===== config.mk =====
export PLATFORM = sky130hd
export DESIGN_NAME = uart_rx_oversampled
export DESIGN_NICKNAME = d
export VERILOG_FILES = /design/src/rtl/uart_rx_oversampled.sv
export SDC_FILE = /design/constraint.sdc
export NUM_CORES = 1
export LEC_CHECK = 0
export BUFFER_PORTS_ARGS = -buffer_cell sky130_fd_sc_hd__buf_2
export CORE_MARGIN = 5
export CORE_UTILIZATION = 44
export DETAILED_ROUTE_END_ITERATION = 6
export GPL_ROUTABILITY_DRIVEN = 0
export GPL_TIMING_DRIVEN = 0
export PLACE_DENSITY = 0.73
export SETUP_SLACK_MARGIN = 0.2
export SYNTH_ARGS = -nofsm -noshare
export SYNTH_HDL_FRONTEND = slang
export SYNTH_SLANG_ARGS = --single-unit

===== constraint.sdc =====
create_clock -name clk -period 1.8 [get_ports clk]
set_input_delay 0.09 -clock clk [delete_from_list [all_inputs] [get_ports clk]]
set_output_delay 0.09 -clock clk [all_outputs]
set_load 0.01 [all_outputs]

===== src/rtl/uart_rx_oversampled.sv =====
// Oversampled UART receiver: 2-flop rx synchroniser, mid-bit sampling, valid/ready byte output.
// Optional parity check is enabled by defining UART_RX_PARITY_EN.
module uart_rx_oversampled #(
  parameter int unsigned DATA_BITS  = 8,
  parameter int unsigned OVERSAMPLE = 16,
  parameter int unsigned STOP_BITS  = 1
`ifdef UART_RX_PARITY_EN
  , parameter bit PARITY_ODD = 1'b0
`endif
) (
  input  logic                 clk,
  input  logic                 reset,
  input  logic                 tick,
  input  logic                 rx,
  output logic [DATA_BITS-1:0] rx_data,
  output logic                 rx_valid,
  input  logic                 rx_ready,
  output logic                 frame_err,
  output logic                 overrun,
`ifdef UART_RX_PARITY_EN
  output logic                 parity_err,
`endif
  output logic                 busy
);

  localparam int unsigned CNT_W = $clog2(OVERSAMPLE);
  localparam int unsigned BIT_W = $clog2(DATA_BITS);
  localparam logic [CNT_W-1:0] CNT_LAST  = CNT_W'(OVERSAMPLE - 1);
  localparam logic [CNT_W-1:0] CNT_HALF  = CNT_W'(OVERSAMPLE / 2 - 1);
  localparam logic [BIT_W-1:0] BIT_LAST  = BIT_W'(DATA_BITS - 1);
  localparam logic             STOP_LAST = 1'(STOP_BITS - 1);

  typedef enum logic [2:0] {
    S_IDLE,
    S_START,
    S_DATA,
`ifdef UART_RX_PARITY_EN
    S_PARITY,
`endif
    S_STOP
  } state_t;

  state_t               state;
  logic                 rx_meta;
  logic                 rx_s;
  logic [CNT_W-1:0]     tick_cnt;
  logic [BIT_W-1:0]     bit_idx;
  logic                 stop_idx;
  logic [DATA_BITS-1:0] shreg;
  logic                 err;
  logic                 armed;
`ifdef UART_RX_PARITY_EN
  logic                 par_bit;
  logic                 par_err_c;
`endif
  logic                 bit_tick_c;
  logic [CNT_W-1:0]     cnt_next_c;
  logic                 frame_done_c;
  logic                 final_err_c;

  // Two-flop synchroniser; idles high so reset looks like an idle line
  always_ff @(posedge clk or posedge reset) begin
    if (reset) begin
      rx_meta <= 1'b1;
      rx_s    <= 1'b1;
    end else begin
      rx_meta <= rx;
      rx_s    <= rx_meta;
    end
  end

  assign bit_tick_c   = tick && (tick_cnt == CNT_LAST);
  assign cnt_next_c   = (tick_cnt == CNT_LAST) ? '0 : tick_cnt + CNT_W'(1);
  assign frame_done_c = (state == S_STOP) && bit_tick_c && (stop_idx == STOP_LAST);
  assign final_err_c  = err | ~rx_s;
`ifdef UART_RX_PARITY_EN
  assign par_err_c    = ((^shreg) ^ par_bit) != PARITY_ODD;
`endif

  // Frame FSM; armed blocks re-triggering on a held-low (break) line
  always_ff @(posedge clk or posedge reset) begin
    if (reset) begin
      state    <= S_IDLE;
      tick_cnt <= '0;
      bit_idx  <= '0;
      stop_idx <= 1'b0;
      shreg    <= '0;
      err      <= 1'b0;
      armed    <= 1'b1;
      busy     <= 1'b0;
`ifdef UART_RX_PARITY_EN
      par_bit  <= 1'b0;
`endif
    end else begin
      case (state)
        S_IDLE: begin
          if (rx_s) armed <= 1'b1;
          if (tick && !rx_s && armed) begin
            state    <= S_START;
            tick_cnt <= '0;
            busy     <= 1'b1;
          end
        end
        S_START: if (tick) begin
          if (tick_cnt == CNT_HALF) begin
            if (!rx_s) begin
              state    <= S_DATA;
              tick_cnt <= '0;
              bit_idx  <= '0;
              stop_idx <= 1'b0;
              err      <= 1'b0;
            end else begin
              state <= S_IDLE;
              busy  <= 1'b0;
            end
          end else begin
            tick_cnt <= tick_cnt + CNT_W'(1);
          end
        end
        S_DATA: if (tick) begin
          tick_cnt <= cnt_next_c;
          if (bit_tick_c) begin
            shreg   <= {rx_s, shreg[DATA_BITS-1:1]};
            bit_idx <= bit_idx + BIT_W'(1);
            if (bit_idx == BIT_LAST) begin
`ifdef UART_RX_PARITY_EN
              state <= S_PARITY;
`else
              state <= S_STOP;
`endif
            end
          end
        end
`ifdef UART_RX_PARITY_EN
        S_PARITY: if (tick) begin
          tick_cnt <= cnt_next_c;
          if (bit_tick_c) begin
            par_bit <= rx_s;
            state   <= S_STOP;
          end
        end
`endif
        S_STOP: if (tick) begin
          tick_cnt <= cnt_next_c;
          if (bit_tick_c) begin
            err      <= final_err_c;
            stop_idx <= stop_idx + 1'b1;
            if (stop_idx == STOP_LAST) begin
              state <= S_IDLE;
              busy  <= 1'b0;
              armed <= rx_s;
            end
          end
        end
        default: begin
          state <= S_IDLE;
          busy  <= 1'b0;
        end
      endcase
    end
  end

  // Output handshake; a completion into an unaccepted byte is dropped and flagged
  always_ff @(posedge clk or posedge reset) begin
    if (reset) begin
      rx_data    <= '0;
      rx_valid   <= 1'b0;
      frame_err  <= 1'b0;
      overrun    <= 1'b0;
`ifdef UART_RX_PARITY_EN
      parity_err <= 1'b0;
`endif
    end else begin
      if (rx_valid && rx_ready) overrun <= 1'b0;
      if (frame_done_c) begin
        if (!rx_valid || rx_ready) begin
          rx_data    <= shreg;
          frame_err  <= final_err_c;
          rx_valid   <= 1'b1;
`ifdef UART_RX_PARITY_EN
          parity_err <= par_err_c;
`endif
        end else begin
          overrun <= 1'b1;
        end
      end else if (rx_valid && rx_ready) begin
        rx_valid <= 1'b0;
      end
    end
  end

endmodule


=== Word-level counts from Yosys, hierarchy flattened ===
Cells that the tools add are included.

* Register bits: 35
* Bits of input ports: 5
* Output and inout bits: 12
* Logic and storage cells: 119

* Add/sub/neg operators: 3
* Equal/unequal tests: 21
* Muxes and demuxes: 52
* Bitwise operators: 4
* Reductions and logical operators: 25

{| class="wikitable"
|+ Operators by type and width
! operator !! number
|-
| $mux 3 || 14
|-
| $mux 1 || 24
|-
| $mux 4 || 6
|-
| $ne 2x2->1 const B || 12
|-
| $pmux 3 s4 || 1
|-
| $pmux 4 s3 || 1
|-
| $reduce_and 6->1 || 2
|-
| $reduce_and 5->1 || 2
|-
| $reduce_and 9->1 || 1
|-
| $reduce_and 8->1 || 1
|-
| $reduce_bool 2->1 || 4
|-
| $eq 3x2->1 const B || 2
|-
| $logic_and 1x1->1 || 6
|-
| $pmux 1 s2 || 3
|-
| $pmux 3 s2 || 1
|-
| $add 4x1->4 const B || 1
|-
| $eq 4x3->1 const B || 1
|-
| $eq 4x4->1 const B || 1
|-
| $ne 2x1->1 const B || 2
|-
| $pmux 1 s4 || 1
|-
| $reduce_and 2->1 || 2
|-
| $add 3x1->3 const B || 1
|-
| $eq 3x1->1 const B || 1
|-
| $eq 3x3->1 const B || 1
|-
| 11 further kinds || 14
|}

=== Longest topological paths before layout ===
* Depth after elaboration: 6
* Mapped depth: 6
* Mapped depth without buffers: 5

=== Worst setup path after synthesis ===
OpenSTA, ideal clock, no wires.

* Path kind: reg-to-reg
* Start: register tick_cnt[0]
* End: register frame_err
* Setup time: 125 ps
* Arrival: 1,830 ps
* Required time: 1,675 ps
* Slack: -155 ps
* Stages on the path, launching flop included: 6
* Path buffers: 0
* Clock period less this slack: 1,955 ps
* Cells stage by stage: dfrtp_1 > ha_1 > nand3_2 > or4_4 > a21oi_4 > mux2_2

* Longest elaborated chain between the ends: 5

{| class="wikitable"
|+ RTL lines
! what !! line !! source
|-
| from (decl) || 46 || <nowiki>logic [CNT_W-1:0] tick_cnt;</nowiki>
|-
| from (signal assigned) || 117 || <nowiki>tick_cnt <= tick_cnt + CNT_W'(1);</nowiki>
|-
| from (signal assigned) || 121 || <nowiki>tick_cnt <= cnt_next_c;</nowiki>
|-
| from (signal assigned) || 144 || <nowiki>tick_cnt <= cnt_next_c;</nowiki>
|-
| $eq 4x4->1 || 72 || <nowiki>assign bit_tick_c = tick && (tick_cnt == CNT_LAST);</nowiki>
|-
| $logic_and 1x1->1 || 72 ||
|-
| $logic_and 1x1->1 (2 in series) || 74 || <nowiki>assign frame_done_c = (state == S_STOP) && bit_tick_c && (stop_idx == STOP_LAST);</nowiki>
|-
| $reduce_and 2->1 (no line) || -- ||
|-
| to (signal assigned) || 178 || <nowiki>frame_err <= final_err_c;</nowiki>
|-
| to (decl) || 18 || <nowiki>output logic frame_err,</nowiki>
|}

Every way passes these cells.
A chain may end at the register's enable or synchronous reset.

=== Final worst setup path ===
* Start: register tick_cnt[0]
* End: register rx_data[3]

* Longest elaborated chain between the ends: 5

{| class="wikitable"
|+ RTL lines
! what !! line !! source
|-
| $eq 4x4->1 || 72 ||
|-
| $logic_and 1x1->1 || 72 ||
|-
| $logic_and 1x1->1 (2 in series) || 74 ||
|-
| $reduce_and 2->1 (no line) || -- ||
|-
| to (signal assigned) || 177 || <nowiki>rx_data <= shreg;</nowiki>
|-
| to (decl) || 15 || <nowiki>output logic [DATA_BITS-1:0] rx_data,</nowiki>
|}

Every way passes these cells.

==> flow_summary_export.csv <==
group,metric,value,unit
outcome,status,"complete, but fails checks",
outcome,violations,"negative setup slack",
final_layout,post-route-util,61.0,%
placement,dp.final_hpwl,1920,um
route,ant_nets,0,
pwr,leakage,0.959,nW
pwr,power_density,1010,mW/mm^2
global_route,overflow,0,
hold_path,hold_class,"in -> reg",
sta,hold_violations,0,
placement,dpl.cell_count,190,
pwr,fin_total_pwr,2.06,mW
route,vias_per_cell,5.33,
global_route,grt_usage,14.5,%
placement,placed_cell_area,0.00168,mm^2
logic_synthesis,post-synth-top-area-cell,"dfrtp_1",
cts,clockRootBuffer,"clkbuf_4",
sta,slew_headroom,59.6,%
final_layout,drive_above_1_share,42.9,%
global_route,grtUsageMet1,17.6,%
sta,timing.fmax,0.525,GHz
sta,fin_crit_sh,106,%
final_layout,final_common_cell,"dfrtp_1",
cts,htreeDepth,2,
cts,cts_buffer_depth,2,
sta,min_period,1900,ps
setup_path,crit_type,"reg -> reg",
cts,path_clk_slew,100,ps
logic_synthesis,synth.avg_cell_area,11.8,um^2
floorplan,row_count,21,
global_route,grt.busiest_layer,"met2",
pwr,ir_drop,718,uV
floorplan,die_area,0.00474,mm^2
final_layout,most-common-layout-cells,"dfrtp_1, buf_2, buf_4, mux2_2, mux2_4",
global_route,grt_pass1_wl,5020,um
global_route,grt.met2_usage,23.7,%
final_layout,finalNetCount,176,
sta,grt_setup_unrepaired,"true",
floorplan,boundaryPins,17,
final_layout,antennaDiodeCount,0,
sta,finalWorstSetupSlack,-103,ps
final_layout,stdcell_count,214,
global_route,grt_max_degree,35,
route,drc,0,
global_route,antenna_found_initial,0,
sta,setup_tns,-817,ps
cts,numCtsBuffers,5,
sta,finalSetupViolCount,9,
final_layout,finalInstanceArea,0.00203,mm^2
setup_path,cp_max_fo,9,
cts,cts.sinks,34,
sta,worst_pin_slew,601,ps
global_route,grt_pass1_vias,1106,
setup_path,startpoint_type,"flip-flop",
sta,whs,131,ps
sta,finClkSkew,18.2,ps
job,cap_violations,0,
setup_path,worstPathRequired,2030,ps
logic_synthesis,syn_area,0.00152,mm^2
floorplan,core_area,0.00334,mm^2
sta,maxSlewViolCount,0,
setup_path,critPathArrivalTime,2130,ps
route,wl,3130,um
final_layout,syn_to_final_growth,33.5,%
floorplan,die_w,68.9,um
placement,pre_cts_slack,-257,ps
global_route,use_met3,2.92,%
route,routedWlPerCell,14.6,um
route,dr.pass1.iters,5,
logic_synthesis,ys_seq_elements,34,
cts,clk_latency,340,ps
logic_synthesis,yosys_warnings,0,
logic_synthesis,syn_inst,129,
logic_synthesis,ys_types,33,
setup_path,endpoint_kind,"flip-flop",
logic_synthesis,yosys.area.top_type_share,50.9,%
cts,cts_tree,"done",
route,initialDrtViolationCount,105,
floorplan,die_y,68.9,um
placement,portBuffers,15,
logic_synthesis,synth_area_leaders,"dfrtp_1, mux2_2, dfstp_2",
logic_synthesis,yosysSeqAreaShare,56.1,%
route,vias,1141,
floorplan,initial_core_util,45.7,%
logic_synthesis,syn_nets,137,
-- timing repair --
action                                  4_1_cts  5_1_grt
hold buffers                                  2        1
hold endpoints to repair                      3       13
buffers inserted                              7        6
endpoints found under the setup margin       20       26
pin swaps                                     5        1
gates resized for setup                      12       17
-- layer usage --
layer | wire [um] | share of wire, %
met1 | 1300 | 42
met2 | 1640 | 52
met3 | 112 | 3.6
met4 | 74 | 2.4
met5 | 0 | 0
-- registers in the layout, indices dropped and copies added, names as in the netlist, 2 cells and up --
signal	cells
shreg	8
bit_idx	3
rx_data	8
tick_cnt	4
state	2
-- kinds of logic after synthesis --
kind of cell / synth area share [%]
compound gates: 12.6
fa+ha+maj: 2.46
buf+inv: 3.69
flops: 56.1
mux: 13.3
simple gates: 11.9
-- layout make-up --
class                           count  area, um^2
Tap cell                           46        57.6
Timing Repair Buffer               32         254
Inverter                            7        26.3
Sequential cell                    34         855
Multi-Input combinational cell     81         718
Buffer                              7        42.5
Fill cell                         270        1300
Clock buffer                        6        51.3
Clock inverter                      1        30.0
-- critical path, stage by stage (launching register included) --
cell     delay [ps]
dfrtp_1         410
ha_4            160
nand3_4         100
or4_4           510
a21oi_4         150
buf_12          140
mux2_2          330
-- report_power, final --
part | total (mW) | internal, mW | switching [mW] | leakage, nW
Clock | 0.572 | 0.323 | 0.249 | 0.0443
Combinational | 0.504 | 0.279 | 0.225 | 0.479
Sequential | 0.986 | 0.882 | 0.104 | 0.435
Total | 2.06 | 1.48 | 0.578 | 0.959
-- cell usage after synthesis --
cell type  number
o221ai_1        1
nand3b_1        1
and3b_1         1
o21ai_0         9
o21bai_1        2
dfrtp_1        31
or4_4           1
or3b_1          1
inv_1           7
clkbuf_1        4
nor2b_1         2
nor3b_1         1
nor2_1          6
nand2_1         7
o21a_1          1
a31oi_1         2
nor4_1          1
a2bb2oi_1       1
mux2_2         18
nand4_1         1
a22o_1          3
a21oi_1         1
buf_2           3
and2_1          2
a21oi_4         1
o31ai_1         5
nand3_1         4
nand2b_1        1
nand3_2         1
o311ai_0        1
ha_1            3
nor3_1          3
dfstp_2         3
-- path summary, 6_finish.rpt --
kind	start	to	slack [ps]	depth (start not counted)
worst max-delay path	tick_cnt[0]	rx_data[3]	-100	6
worst max register to register	tick_cnt[0]	rx_data[3]	-100	6
min in group asynchronous	reset	rx_data[0]	280	3
worst min-delay path	tick	tick_cnt[2]	130	3
max in group asynchronous	reset	rx_s	970	4
worst min register to register	rx_meta	rx_s	360	0
Note: power is estimated with default switching activity, not from simulation.
